<file path="config.mk">
export PLATFORM = sky130hd
export DESIGN_NAME = if_id_skid_reg_flat
export DESIGN_NICKNAME = d
export VERILOG_FILES = /design/src/rtl/if_id_skid_reg_if.sv /design/src/rtl/if_id_skid_reg.sv /design/src/flat_wrapper.sv
export SDC_FILE = /design/constraint.sdc
export NUM_CORES = 1
export LEC_CHECK = 0
export ABC_AREA = 1
export BUFFER_PORTS_ARGS = -buffer_cell sky130_fd_sc_hd__buf_2
export CAP_MARGIN = 10
export CORE_ASPECT_RATIO = 2
export CORE_UTILIZATION = 30
export CTS_BUF_LIST = sky130_fd_sc_hd__clkbuf_2 sky130_fd_sc_hd__clkbuf_4 sky130_fd_sc_hd__clkbuf_8
export CTS_CLUSTER_DIAMETER = 40
export DETAILED_ROUTE_END_ITERATION = 6
export PLACE_DENSITY = 0.49
export SYNTH_ARGS = -nofsm -noshare
export SYNTH_HDL_FRONTEND = slang
export SYNTH_SLANG_ARGS = --single-unit
export TNS_END_PERCENT = 100
</file>
<file path="constraint.sdc">
create_clock -name clk -period 1.4 [get_ports clk]
set_input_delay 0.07 -clock clk [delete_from_list [all_inputs] [get_ports clk]]
set_output_delay 0.07 -clock clk [all_outputs]
set_load 0.005 [all_outputs]
</file>
<file path="src/rtl/if_id_skid_reg_if.sv">
// rtl/if_id_skid_reg_if.sv - fetch/decode handshake bundle for the IF/ID skid register
interface if_id_skid_reg_if #(
   parameter int N = 32
);
   logic         validIn;
   logic [N-1:0] pcIn;
   logic [N-1:0] instrIn;
   logic         readyOut;
   logic         validOut;
   logic [N-1:0] pcOut;
   logic [N-1:0] instrOut;
   logic         readyIn;
   logic [1:0]   occupancy;

   // Pipeline environment side: fetch drives words in, decode drives readyIn
   modport master (
      output validIn, pcIn, instrIn, readyIn,
      input  readyOut, validOut, pcOut, instrOut, occupancy
   );

   // Skid register side
   modport slave (
      input  validIn, pcIn, instrIn, readyIn,
      output readyOut, validOut, pcOut, instrOut, occupancy
   );
endinterface

</file>
<file path="src/rtl/if_id_skid_reg.sv">
// rtl/if_id_skid_reg.sv - two-entry skid-buffered IF/ID register; optional IF_ID_BUBBLE_NOP_EN NOP bubble output
module if_id_skid_reg #(
   parameter int N = 32
) (
   input  logic             clk,
   input  logic             rst,
   input  logic             flush,
   if_id_skid_reg_if.slave  bus
);
   typedef enum logic [1:0] {
      EMPTY = 2'd0,
      ONE   = 2'd1,
      TWO   = 2'd2
   } state_t;

   state_t       state;
   state_t       state_nxt;
   logic         ready_q;
   logic         valid_q;
   logic [N-1:0] head_pc;
   logic [N-1:0] head_instr;
   logic [N-1:0] skid_pc;
   logic [N-1:0] skid_instr;
   logic         acc;
   logic         pop;

   // Handshakes use only registered ready/valid so fetch freeze never sees decode stall combinationally
   always_comb begin
      acc       = bus.validIn & ready_q;
      pop       = valid_q & bus.readyIn;
      state_nxt = state;
      if (flush) begin
         state_nxt = EMPTY;
      end else begin
         case (state)
            EMPTY:   if (acc) state_nxt = ONE;
            ONE: begin
               if (acc && !pop)      state_nxt = TWO;
               else if (!acc && pop) state_nxt = EMPTY;
            end
            TWO:     if (pop) state_nxt = ONE;
            default: state_nxt = EMPTY;
         endcase
      end
   end

   // State, registered handshake outputs and head/skid data; data moves only on listed transitions
   always_ff @(posedge clk or negedge rst) begin
      if (!rst) begin
         state      <= EMPTY;
         ready_q    <= 1'b1;
         valid_q    <= 1'b0;
         head_pc    <= '0;
         head_instr <= '0;
         skid_pc    <= '0;
         skid_instr <= '0;
      end else begin
         state   <= state_nxt;
         ready_q <= (state_nxt != TWO);
         valid_q <= (state_nxt != EMPTY);
         if (flush) begin
            head_pc    <= '0;
            head_instr <= '0;
            skid_pc    <= '0;
            skid_instr <= '0;
         end else begin
            case (state)
               EMPTY: begin
                  if (acc) begin
                     head_pc    <= bus.pcIn;
                     head_instr <= bus.instrIn;
                  end
               end
               ONE: begin
                  if (acc && pop) begin
                     head_pc    <= bus.pcIn;
                     head_instr <= bus.instrIn;
                  end else if (acc) begin
                     skid_pc    <= bus.pcIn;
                     skid_instr <= bus.instrIn;
                  end
               end
               TWO: begin
                  if (pop) begin
                     head_pc    <= skid_pc;
                     head_instr <= skid_instr;
                  end
               end
               default: ;
            endcase
         end
      end
   end

   assign bus.readyOut  = ready_q;
   assign bus.validOut  = valid_q;
   assign bus.occupancy = state;

`ifdef IF_ID_BUBBLE_NOP_EN
   // Empty slots present MOV R0,R0 so decode can run without qualifying validOut
   assign bus.pcOut    = valid_q ? head_pc    : '0;
   assign bus.instrOut = valid_q ? head_instr : N'(32'hE1A00000);
`else
   assign bus.pcOut    = head_pc;
   assign bus.instrOut = head_instr;
`endif
endmodule

</file>
<file path="src/flat_wrapper.sv">
// flat-port wrapper written by rule: the top's interface ports become plain ports
module if_id_skid_reg_flat 
#(
   parameter int N = 32
)
  (clk, rst, flush, bus_validIn, bus_pcIn, bus_instrIn, bus_readyIn, bus_readyOut, bus_validOut, bus_pcOut, bus_instrOut, bus_occupancy);
  if_id_skid_reg_if #(.N(N)) bus_i ();
  input  logic clk;
  input  logic rst;
  input  logic flush;
  input wire logic [$bits(bus_i.validIn)-1:0] bus_validIn;
  input wire logic [$bits(bus_i.pcIn)-1:0] bus_pcIn;
  input wire logic [$bits(bus_i.instrIn)-1:0] bus_instrIn;
  input wire logic [$bits(bus_i.readyIn)-1:0] bus_readyIn;
  output wire logic [$bits(bus_i.readyOut)-1:0] bus_readyOut;
  output wire logic [$bits(bus_i.validOut)-1:0] bus_validOut;
  output wire logic [$bits(bus_i.pcOut)-1:0] bus_pcOut;
  output wire logic [$bits(bus_i.instrOut)-1:0] bus_instrOut;
  output wire logic [$bits(bus_i.occupancy)-1:0] bus_occupancy;
  assign bus_i.validIn = bus_validIn;
  assign bus_i.pcIn = bus_pcIn;
  assign bus_i.instrIn = bus_instrIn;
  assign bus_i.readyIn = bus_readyIn;
  assign bus_readyOut = bus_i.readyOut;
  assign bus_validOut = bus_i.validOut;
  assign bus_pcOut = bus_i.pcOut;
  assign bus_instrOut = bus_i.instrOut;
  assign bus_occupancy = bus_i.occupancy;
  if_id_skid_reg #(.N(N)) u_core (.clk(clk), .rst(rst), .flush(flush), .bus(bus_i));
endmodule
</file>
==> summary.txt <==
Outcome
  – Outcome: finished, violations left
  – Failing checks: setup timing

Power and ir drop
  – Worst vdd ir: 0.000614 V
  – Sw frac: 0.322
  – Total power: 10.5 mW
  – Pwr Density: 1160 nW/um^2
  – Pint: 7.11 mW
  – Leakage: 4.93 nW
  – Share of total power in combinational logic: 0.254
  – Sequential share of power: 0.426
  – Clk network pwr share: 0.320
  – NetSw: 3.37 mW

Setup path
  – Setup CP Type: reg -> reg
  – Buf/Inv on CP: 1
  – Max incr delay on CP: 560 ps
  – Critical Path RT: 1750 ps
  – Reg2reg setup slack: -6 ps
  – Worst flop-to-flop path startpoint: u_core.bus.readyOut$_DFF_PN1_
  – Crit start category: flop
  – CP max stage cell: dfstp_2
  – Worst EP arrival: 1750 ps
  – Reg-to-reg critical path endpoint: u_core.bus.pcOut[11]$_DFFE_PN0P_
  – Worst Reg-to-Reg Cells: 6
  – Worst Setup EP: u_core.bus.pcOut[11]$_DFFE_PN0P_
  – Worst setup path start: u_core.bus.readyOut$_DFF_PN1_
  – Critical Path Stages: 6
  – Crit end category: flop
  – CP Max Fanout: 32
  – CP top delay family: flip-flops
  – Worst-path cell chain: nand2_4 > nand2_2 > nand3_4 > clkbuf_16 > nand3_1 > nand2_1

Die
  – Die H: 212 um
  – Initial core utilization: 0.306
  – FP Rows: 76
  – Core area: around 22000 sq um
  – Die X: 107 um
  – Die ar.: 22700 sq um
  – Total I/O pin count: 137

Detailed routing
  – Post-route DRC violation count: 0
  – Detailed Route WL: 21.6 mm
  – DRT iter0 DRCs: 295
  – Vias: about 6.3k
  – Routed len/inst: between 15 and 20 um
  – Post-route ant nets: 0
  – Vias per std cell: 4.66
  – Detailed-router iteration count before antenna repair: 5

STA
  – Fin worst setup slack: -6.10 ps
  – Max Slew Vio Count: 0
  – Final hold slack: 75.5 ps
  – Slew headroom: 0.690
  – Setup tns final: -16.3 ps
  – Fmax: 711 MHz
  – Setup violators final: 5
  – Worst slew pin tran: 464 ps
  – Final Skew: roughly 16 ps
  – Min Tclk post-route: 1410 ps
  – Fin crit share: 1.00
  – RSZ-0062 raised after global routing: true
  – Final hold vios: 0

Clocking
  – Clock sinks: ~130
  – Worst-path clk slew: 80 ps
  – CTS root buf: clkbuf_8
  – TritonCTS Buffers: 17
  – CTS tree: yes
  – Worst-skew pair later-pin latency: approximately 450 ps
  – Htree depth: 4
  – Clock Path Buffers: 2

Job
  – Max Cap Viol: 0

Synth
  – Syn Nets: 934
  – Yosys cell types: 17
  – Synth warn: 0
  – Leading area contributor after synthesis: dfrtp_1
  – Number of synthesized register bits: 132
  – Post-synthesis instance area: between 6000 and 7000 sq um
  – Synth Instances: 865
  – Synth top area share: 0.496
  – Syn avg cell area: roughly 7.6 sq um
  – Seq/Total Area, Yosys: 0.500
  – Synth area leaders: dfrtp_1 50%, nand2_1 15%, nand3_1 10%

Global route
  – Pin count of the biggest net entering global routing: 65
  – GRT Util Overall: 0.191
  – GR Overflow Total: 0
  – First-pass GRT wire length: 33.2 mm
  – Number of global-route vias before repair: 6318
  – Antenna violations before repair: 0

Min path
  – Worst Hold Class: in -> reg

Layout
  – Final net count: 1128
  – Fill cell count: 2240
  – Layout cells sized above 1: 0.208
  – Area growth, synth to finish: 37.0%
  – ANT cells: 0
  – Final Cell Area: around 9100 sq um

Placed design
  – Cell Area, Placed: about 8000 sq um
  – GP Congestion: 0.791
  – Dpl hpwl: between 10 and 15 mm
  – PortBufs: 136
## worst min path at each step
stage | startpoint | to | slack, ps | cells after the start
final | flush | u_core.bus.readyOut$_DFF_PN1_ | 80 | 3
after global routing | flush | u_core.bus.readyOut$_DFF_PN1_ | 90 | 3
after CTS | flush | u_core.bus.readyOut$_DFF_PN1_ | 40 | 3
after global placement | rst | u_core.skid_instr[22]$_DFFE_PN0P_ | 50 | 1
after floorplan | rst | u_core.bus.instrOut[0]$_DFFE_PN0P_ | -230 | 0
after detailed placement | rst | u_core.skid_instr[22]$_DFFE_PN0P_ | 50 | 1
## kinds of logic (layout without fill, tap and decap cells)
| group | count (synthesis) | after routing | synth area share |
|---|---|---|---|
| and+or+nand+nor | 528 | 528 | 0.363 |
| buffers and inverters | 137 | 344 | 0.0856 |
| DFF | 132 | 132 | 0.500 |
| AOI/OAI and AO/OA | 68 | 68 | 0.0515 |
## state kept, by name, indices dropped and copies added (netlist names)
| name | cells |
|---|---|
| u_core.skid_instr | 32 |
| u_core.bus.instrOut | 32 |
| u_core.bus.occupancy | 2 |
| u_core.skid_pc | 32 |
| u_core.bus.validOut | 1 |
| u_core.bus.readyOut | 1 |
| u_core.bus.pcOut | 32 |
## layout by cell type (no fill, tap or decap)
cell	instances
buf_2	135
dfrtp_2	2
o21ai_0	2
clkinv_4	1
nand2_8	1
o21ai_1	63
buf_16	1
buf_12	16
dlygate4sd3_1	66
inv_6	1
dfstp_2	1
nand3_4	1
o21ai_2	1
nand2_2	3
clkinv_2	1
inv_2	2
nand3_1	131
bufinv_16	2
inv_4	1
clkinvlp_4	6
clkbuf_4	1
inv_1	67
nand3b_1	64
buf_4	16
buf_8	1
nor2_4	1
nor2_1	64
clkbuf_16	3
nand2_4	2
a21oi_1	2
clkbuf_8	20
nand2_1	261
buf_6	4
dfrtp_1	129
## final cells by class
type / instances / area (sq um) / area share
Clock inverter: 11 / 128 / 0.0141
Timing Repair Buffer: 242 / 1940 / 0.214
Multi-Input combinational cell: 596 / 2790 / 0.308
Tap cell: 273 / 342 / 0.0377
Sequential cell: 132 / 3310 / 0.365
Clock buffer: 21 / 283 / 0.0312
Inverter: 70 / 265 / 0.0293
## power by group through the flow
stage                     sequential [mW]  clock (mW)  combinational, mW
final                                4.46        3.35               2.66
after global routing                 4.51        3.59               2.96
after CTS                            4.46        3.46               2.50
after detailed placement             4.53           0               2.34
after global placement               4.53           0               2.33
after floorplan                      4.51           0               1.24
## worst register-to-register path: cells and delay by family (launching register included)
family        cells  cell delay [ps]
buf+inv           1              270
simple gates      5              490
flops             1              560
## routing by layer
metal	up-vias	wire [um]	track usage
met1	2974	8590	0.212
li1	3144	-	-
met2	129	12000	0.364
met5	-	0	0
met4	0	348	0.0642
met3	21	675	0.0268
## synthesized netlist by cell type, drive strengths merged
cell / n
inv: 70
o21ai: 66
buf: 50
clkbuf: 17
dfrtp: 131
nand3: 132
nand2: 267
nand3b: 64
a21oi: 2
nor2: 65
dfstp: 1
## repair_timing
action,4_1_cts,5_1_grt
pin swaps,0,1
setup endpoints to repair,77,131
setup buffers,0,3
hold endpoints to repair,197,0
gates resized for setup,3,18
hold buffers,66,0
cloned,0,5
## stage by stage
| step | setup slack, ps | cells | util |
|---|---|---|---|
| 2_1_floorplan | 70.8 | 865 | - |
| 3_3_place_gp | 21.5 | 1239 | 0.360 |
| 4_1_cts | -17.7 | 1337 | 0.411 |
| 6_report | -6.10 | 1345 | 0.419 |
| 3_5_place_dp | -19.6 | 1239 | 0.360 |
| 5_1_grt | -84.4 | 1345 | 0.419 |
No activity file was read; power rests on OpenSTA's default activity.
